File: src/rtl/da_dac_if.sv
// Code-write handshake between a requester and the DAC pad driver.
interface da_dac_if #(
  parameter int DW = 8
);
  logic          wr_valid;
  logic [DW-1:0] wr_data;
  logic          wr_ready;

  modport master (output wr_valid, output wr_data, input wr_ready);
  modport slave  (input wr_valid, input wr_data, output wr_ready);
endinterface

File: src/rtl/da_dac.sv
// DAC pad driver: accepts a code, drives ana_out/ana_override, reports done after settle.
// Optional feature macro DA_DAC_RAMP_EN: ana_out ramps +/-1 per cycle toward the code in LOAD.
//
// state  | meaning
// IDLE   | pad released, waiting for a code
// LOAD   | driving the latched code onto ana_out (ramping when DA_DAC_RAMP_EN)
// SETTLE | code on the pad, counting settle cycles down to zero
// HOLD   | settled, value held, a new code may be accepted
module da_dac #(
  parameter int DW         = 8,
  parameter int SETTLE_CYC = 4,
  parameter int PAD_IDX    = 3
) (
  input  logic          clk,
  input  logic          rst,
  input  logic          dacenable,
  da_dac_if.slave       wr,
  output logic [DW-1:0] ana_out,
  output logic          ana_override,
  output logic          busy,
  output logic          done
);

  localparam int CW = $clog2(SETTLE_CYC + 1);
  localparam logic [CW-1:0] CNT_LOAD = CW'(SETTLE_CYC - 1);

  if (SETTLE_CYC < 1 || PAD_IDX < 0) begin : g_param_check
    $error("da_dac: SETTLE_CYC must be >= 1 and PAD_IDX non-negative");
  end

  typedef enum logic [1:0] {S_IDLE, S_LOAD, S_SETTLE, S_HOLD} state_t;

  state_t        state_q, state_d;
  logic [DW-1:0] target_q, target_d;
  logic [DW-1:0] ana_d;
  logic          ovr_d;
  logic [CW-1:0] cnt_q, cnt_d;
  logic          done_d;
  logic          live_q;
  logic          accept;
`ifdef DA_DAC_RAMP_EN
  logic [DW-1:0] ramp_nxt;
`endif

  // live_q keeps wr_ready low while reset is asserted, even though IDLE would otherwise allow it
  assign wr.wr_ready = dacenable & live_q & (state_q == S_IDLE || state_q == S_HOLD);
  assign accept      = wr.wr_valid & wr.wr_ready;
  assign busy        = (state_q == S_LOAD) || (state_q == S_SETTLE);

  always_ff @(posedge clk or negedge rst) begin
    if (!rst) begin
      state_q      <= S_IDLE;
      target_q     <= '0;
      ana_out      <= '0;
      ana_override <= 1'b0;
      cnt_q        <= '0;
      done         <= 1'b0;
      live_q       <= 1'b0;
    end else begin
      state_q      <= state_d;
      target_q     <= target_d;
      ana_out      <= ana_d;
      ana_override <= ovr_d;
      cnt_q        <= cnt_d;
      done         <= done_d;
      live_q       <= 1'b1;
    end
  end

  always_comb begin
    state_d  = state_q;
    target_d = target_q;
    ana_d    = ana_out;
    ovr_d    = ana_override;
    cnt_d    = cnt_q;
    done_d   = 1'b0;
`ifdef DA_DAC_RAMP_EN
    ramp_nxt = ana_out;
`endif
    if (!dacenable) begin
      // disable aborts any conversion; no done pulse escapes
      state_d = S_IDLE;
      ana_d   = '0;
      ovr_d   = 1'b0;
      cnt_d   = '0;
    end else begin
      case (state_q)
        S_IDLE: begin
          ovr_d = 1'b0;
          if (accept) begin
            target_d = wr.wr_data;
            state_d  = S_LOAD;
          end
        end
        S_LOAD: begin
          ovr_d = 1'b1;
`ifdef DA_DAC_RAMP_EN
          if (ana_out == target_q) begin
            cnt_d   = CNT_LOAD;
            state_d = S_SETTLE;
          end else begin
            ramp_nxt = (ana_out < target_q) ? ana_out + DW'(1) : ana_out - DW'(1);
            ana_d    = ramp_nxt;
            // settle count starts on the edge the ramp lands on the target
            if (ramp_nxt == target_q) begin
              cnt_d   = CNT_LOAD;
              state_d = S_SETTLE;
            end
          end
`else
          ana_d   = target_q;
          cnt_d   = CNT_LOAD;
          state_d = S_SETTLE;
`endif
        end
        S_SETTLE: begin
          if (cnt_q == '0) begin
            done_d  = 1'b1;
            state_d = S_HOLD;
          end else begin
            cnt_d = cnt_q - CW'(1);
          end
        end
        S_HOLD: begin
          if (accept) begin
            target_d = wr.wr_data;
            state_d  = S_LOAD;
          end
        end
        default: state_d = S_IDLE;
      endcase
    end
  end

endmodule

File: src/flat_wrapper.sv
// flat-port wrapper written by rule: the top's interface ports become plain ports
module da_dac_flat 
#(
  parameter int DW         = 8,
  parameter int SETTLE_CYC = 4,
  parameter int PAD_IDX    = 3
)
  (clk, rst, dacenable, ana_out, ana_override, busy, done, wr_wr_valid, wr_wr_data, wr_wr_ready);
  da_dac_if #(.DW(DW)) wr_i ();
  input  logic clk;
  input  logic rst;
  input  logic dacenable;
  output logic [DW-1:0] ana_out;
  output logic ana_override;
  output logic busy;
  output logic done;
  input wire logic [$bits(wr_i.wr_valid)-1:0] wr_wr_valid;
  input wire logic [$bits(wr_i.wr_data)-1:0] wr_wr_data;
  output wire logic [$bits(wr_i.wr_ready)-1:0] wr_wr_ready;
  assign wr_i.wr_valid = wr_wr_valid;
  assign wr_i.wr_data = wr_wr_data;
  assign wr_wr_ready = wr_i.wr_ready;
  da_dac #(.DW(DW), .SETTLE_CYC(SETTLE_CYC), .PAD_IDX(PAD_IDX)) u_core (.clk(clk), .rst(rst), .dacenable(dacenable), .wr(wr_i), .ana_out(ana_out), .ana_override(ana_override), .busy(busy), .done(done));
endmodule
File: config.mk
export PLATFORM = sky130hd
export DESIGN_NAME = da_dac_flat
export DESIGN_NICKNAME = d
export VERILOG_FILES = /design/src/rtl/da_dac_if.sv /design/src/rtl/da_dac.sv /design/src/flat_wrapper.sv
export SDC_FILE = /design/constraint.sdc
export NUM_CORES = 1
export LEC_CHECK = 0
export ABC_AREA = 1
export CELL_PAD_IN_SITES_DETAIL_PLACEMENT = 1
export CELL_PAD_IN_SITES_GLOBAL_PLACEMENT = 2
export CORE_AREA = 2 2 65 67
export DETAILED_ROUTE_END_ITERATION = 8
export DIE_AREA = 0 0 67 69
export GPL_ROUTABILITY_DRIVEN = 0
export PLACE_DENSITY_LB_ADDON = 0.05
export SLEW_MARGIN = 20
export SYNTH_ARGS = -nofsm -noshare
export SYNTH_HDL_FRONTEND = slang
export SYNTH_SLANG_ARGS = --single-unit
File: constraint.sdc
create_clock -name clk -period 1.6 [get_ports clk]
set_input_delay 0.32 -clock clk [delete_from_list [all_inputs] [get_ports clk]]
set_output_delay 0.32 -clock clk [all_outputs]
set_load 0.01 [all_outputs]
==> reports/summary.txt <==
Clock Sinks: 24
cts bufs inserted: 3
largest net degree at the start of global routing: 25
outcome: finished, final reports clean
non-filler cells, final: 206
CP required: 1.28 ns
largest family of logic cells by synthesized area: simple AND/OR/NAND/NOR gates
Port Buffers: 23
Max VDD drop: 0.000439 V
Largest stage delay, worst path: 0.39 ns
PD cells: 1570 nW/um^2
final WL: 2490 um
post-synthesis compound-gate area fraction: 9.40%
Final Cycle Share: 97.4%
multiplexer area fraction after synthesis: 0%
Mapped Cells: 121
Max-cap violations: 0
Area after DPL: 1470 um^2
post-CTS setup buffers: 0
Yosys cell types: 17
violation count after the first detailed-route iteration: 15
CTS clk-pin slew, worst paths: 0.09 ns
Fmax: 641 MHz
simple-gate share of the synthesized area: 22.3%
synthesis-stage register bit count: 24
# hold bufs at CTS: 0
reg2reg path depth: 8
CTS tree: built
Cell Rows: 23
CP max stage cell: dfrtp_1
part of the power in the clock network: 17.1%
clk buf depth: 2
xor/xnor share of the synthesized area: 0%
Sw Share: 34.8%
Core Area: 3910 um^2
CP Launch Type: register
CP Max Fanout: 2
total global routing overflow: 0
die width: 67 um
Adder-Cell Fraction of Synth Area: 5.66%
Initial Util: 28.2%
CP startpoint: u_core.state_q[1]
number of routed nets with antenna violations: 0
CP Class: reg -> out
switching pwr: 841 uW
Root Buffer: clkbuf_8
via count: 880
Combinational Power Share: 44.4%
fin. max-slew vios: 0
Ant. Diodes: 0
I/O pins: 24
Fin. Hold Viols: 0
RR Startpoint: u_core.state_q[1]
initial antenna violation count: 0
RSZ-0062 raised after global routing: yes
first-pass GRT wire length: 4440 um
vias in the first global route: 972
YS warnings: 0
Synth Net Count: 138
Clk Latency, worst-skew pair: 0.26 ns
Post-Synthesis Cell Area: 1100 um^2
Area growth, synth to finish: 39.5%
Stages on worst setup path: 4
sequential share of power: 38.4%
Fin Clk Skew: 0.00381 ns
Leakage: 0.000787 uW
fin nets: 174
setup violators final: 0
CP Cell Sequence: inv_2 -> ha_4 -> nor3_2 -> buf_2
# fillers: 482
min cycle time layout: 1.56 ns
design area: 1540 um^2
post-synthesis sequential area ratio: 54.4%
gr usage total: 12.6%
die area: 4620 um^2
flop2flop setup slack: 0.17 ns
Die Span Y: 69 um
share of cells above drive strength 1: 21.2%
dpl hpwl: 1800 um
DRC errors left: 0
Avg Vias per Cell: 4.27
DR pass1 iterations: 4
CP Data Arrival Time: 1.24 ns
H-tree Lvls: 1
final core utilization: 39.4%
Critical Path Sink Type: output port
Cell Int Power: 1580 uW
worst min-delay path class: in -> async
Crit path max-delay family: flip-flops
DR WL/cell: 12.1 um
syn avg cell area: 9.13 um^2
Worst Path Buf+Inv: 2
placed cells: 202
## registers in the layout (all words and copies together) (netlist names)
signal and flops:
u_core.cnt_q 3, u_core.ana_override 1, u_core.state_q 2, u_core.live_q 1, u_core.target_q 8, u_core.ana_out 8
u_core.done 1
## metal layers
layer,vias to the layer above,routed length (um),GRT usage [%],part of all wire [%]
met4,0,38,4.31,1.5
met3,4,87,2.61,3.5
li1,443,-,-,-
met2,14,1270,21.2,51
met5,-,0,0,0
met1,419,1100,15.5,44
## area by class of cell
class | instances | area, um^2 | area share, %
Timing Repair Buffer | 34 | 322 | 20.9
Clock buffer | 4 | 55.1 | 3.57
Tap cell | 50 | 62.6 | 4.06
Inverter | 18 | 67.6 | 4.38
Multi-Input combinational cell | 76 | 434 | 28.2
Sequential cell | 24 | 601 | 39.0
## synthesized netlist by cell type
library cell,count,area (um^2)
conb_1,1,3.75
nand2_1,38,143
o21ai_0,5,25.0
inv_2,1,3.75
dfrtp_1,24,601
nor2_1,3,11.3
o21ai_2,8,70.1
buf_6,1,11.3
nor2_4,2,22.5
a22o_1,1,8.76
buf_2,1,5.00
nand3_1,11,55.1
ha_1,5,62.6
clkbuf_1,1,3.75
inv_1,17,63.8
nand3_2,1,10.0
nor3_1,1,5.00
## through the flow
step	setup TNS [ns]	power (uW)	hold slack, ns	setup slack [ns]
CTS	0	2430	0.423	0.0139
global route	-0.0256	2630	0.438	-0.0256
floorplan	0	1480	0.0244	0.152
detailed placement	-0.414	1980	0.458	-0.314
finish	0	2420	0.412	0.0410
global placement	-0.423	1950	0.457	-0.358
## path summary, 6_finish.rpt
check / end
worst min-delay path: u_core.state_q[1]
worst max register to register: u_core.target_q[2]
min in group clk: u_core.ana_out[6]
worst min register to register: u_core.ana_out[6]
max in group asynchronous: u_core.ana_out[2]
worst max-delay path: wr_wr_ready
## cells in the final DEF (no fill, tap or decap)
| master | count |
|---|---|
| a22o_1 | 1 |
| buf_12 | 1 |
| buf_2 | 1 |
| buf_4 | 10 |
| buf_6 | 1 |
| clkbuf_8 | 4 |
| clkdlybuf4s50_1 | 21 |
| conb_1 | 1 |
| dfrtp_1 | 24 |
| ha_1 | 4 |
| ha_4 | 1 |
| inv_1 | 15 |
| inv_2 | 3 |
| nand2_1 | 38 |
| nand3_1 | 11 |
| nand3_2 | 1 |
| nor2_1 | 3 |
| nor2_4 | 2 |
| nor3_2 | 1 |
| o21ai_0 | 5 |
| o21ai_2 | 8 |
## power groups by stage
stage          registers, uW  logic (uW)  clock network [uW]
4_1_cts                  932        1060                 438
2_1_floorplan            950         526                   0
5_1_grt                  955        1220                 459
3_3_place_gp             934        1020                   0
3_5_place_dp             940        1040                   0
6_report                 929        1070                 414
## logic make-up (layout without fill, tap and decap cells)
kind of cell / Yosys count / count (layout)
DFF: 24 / 24
adders and majority gates: 5 / 5
and+or+nand+nor: 56 / 56
AOI/OAI and AO/OA: 14 / 14
buffers and inverters: 21 / 56
other: 1 / 1
## repair_timing
item / CTS / global route
gates cloned: 0 / 0
gates resized for setup: 12 / 1
setup endpoints to repair: 2 / 2
pin swaps: 1 / 1
Note: power is estimated with default switching activity, not from simulation.
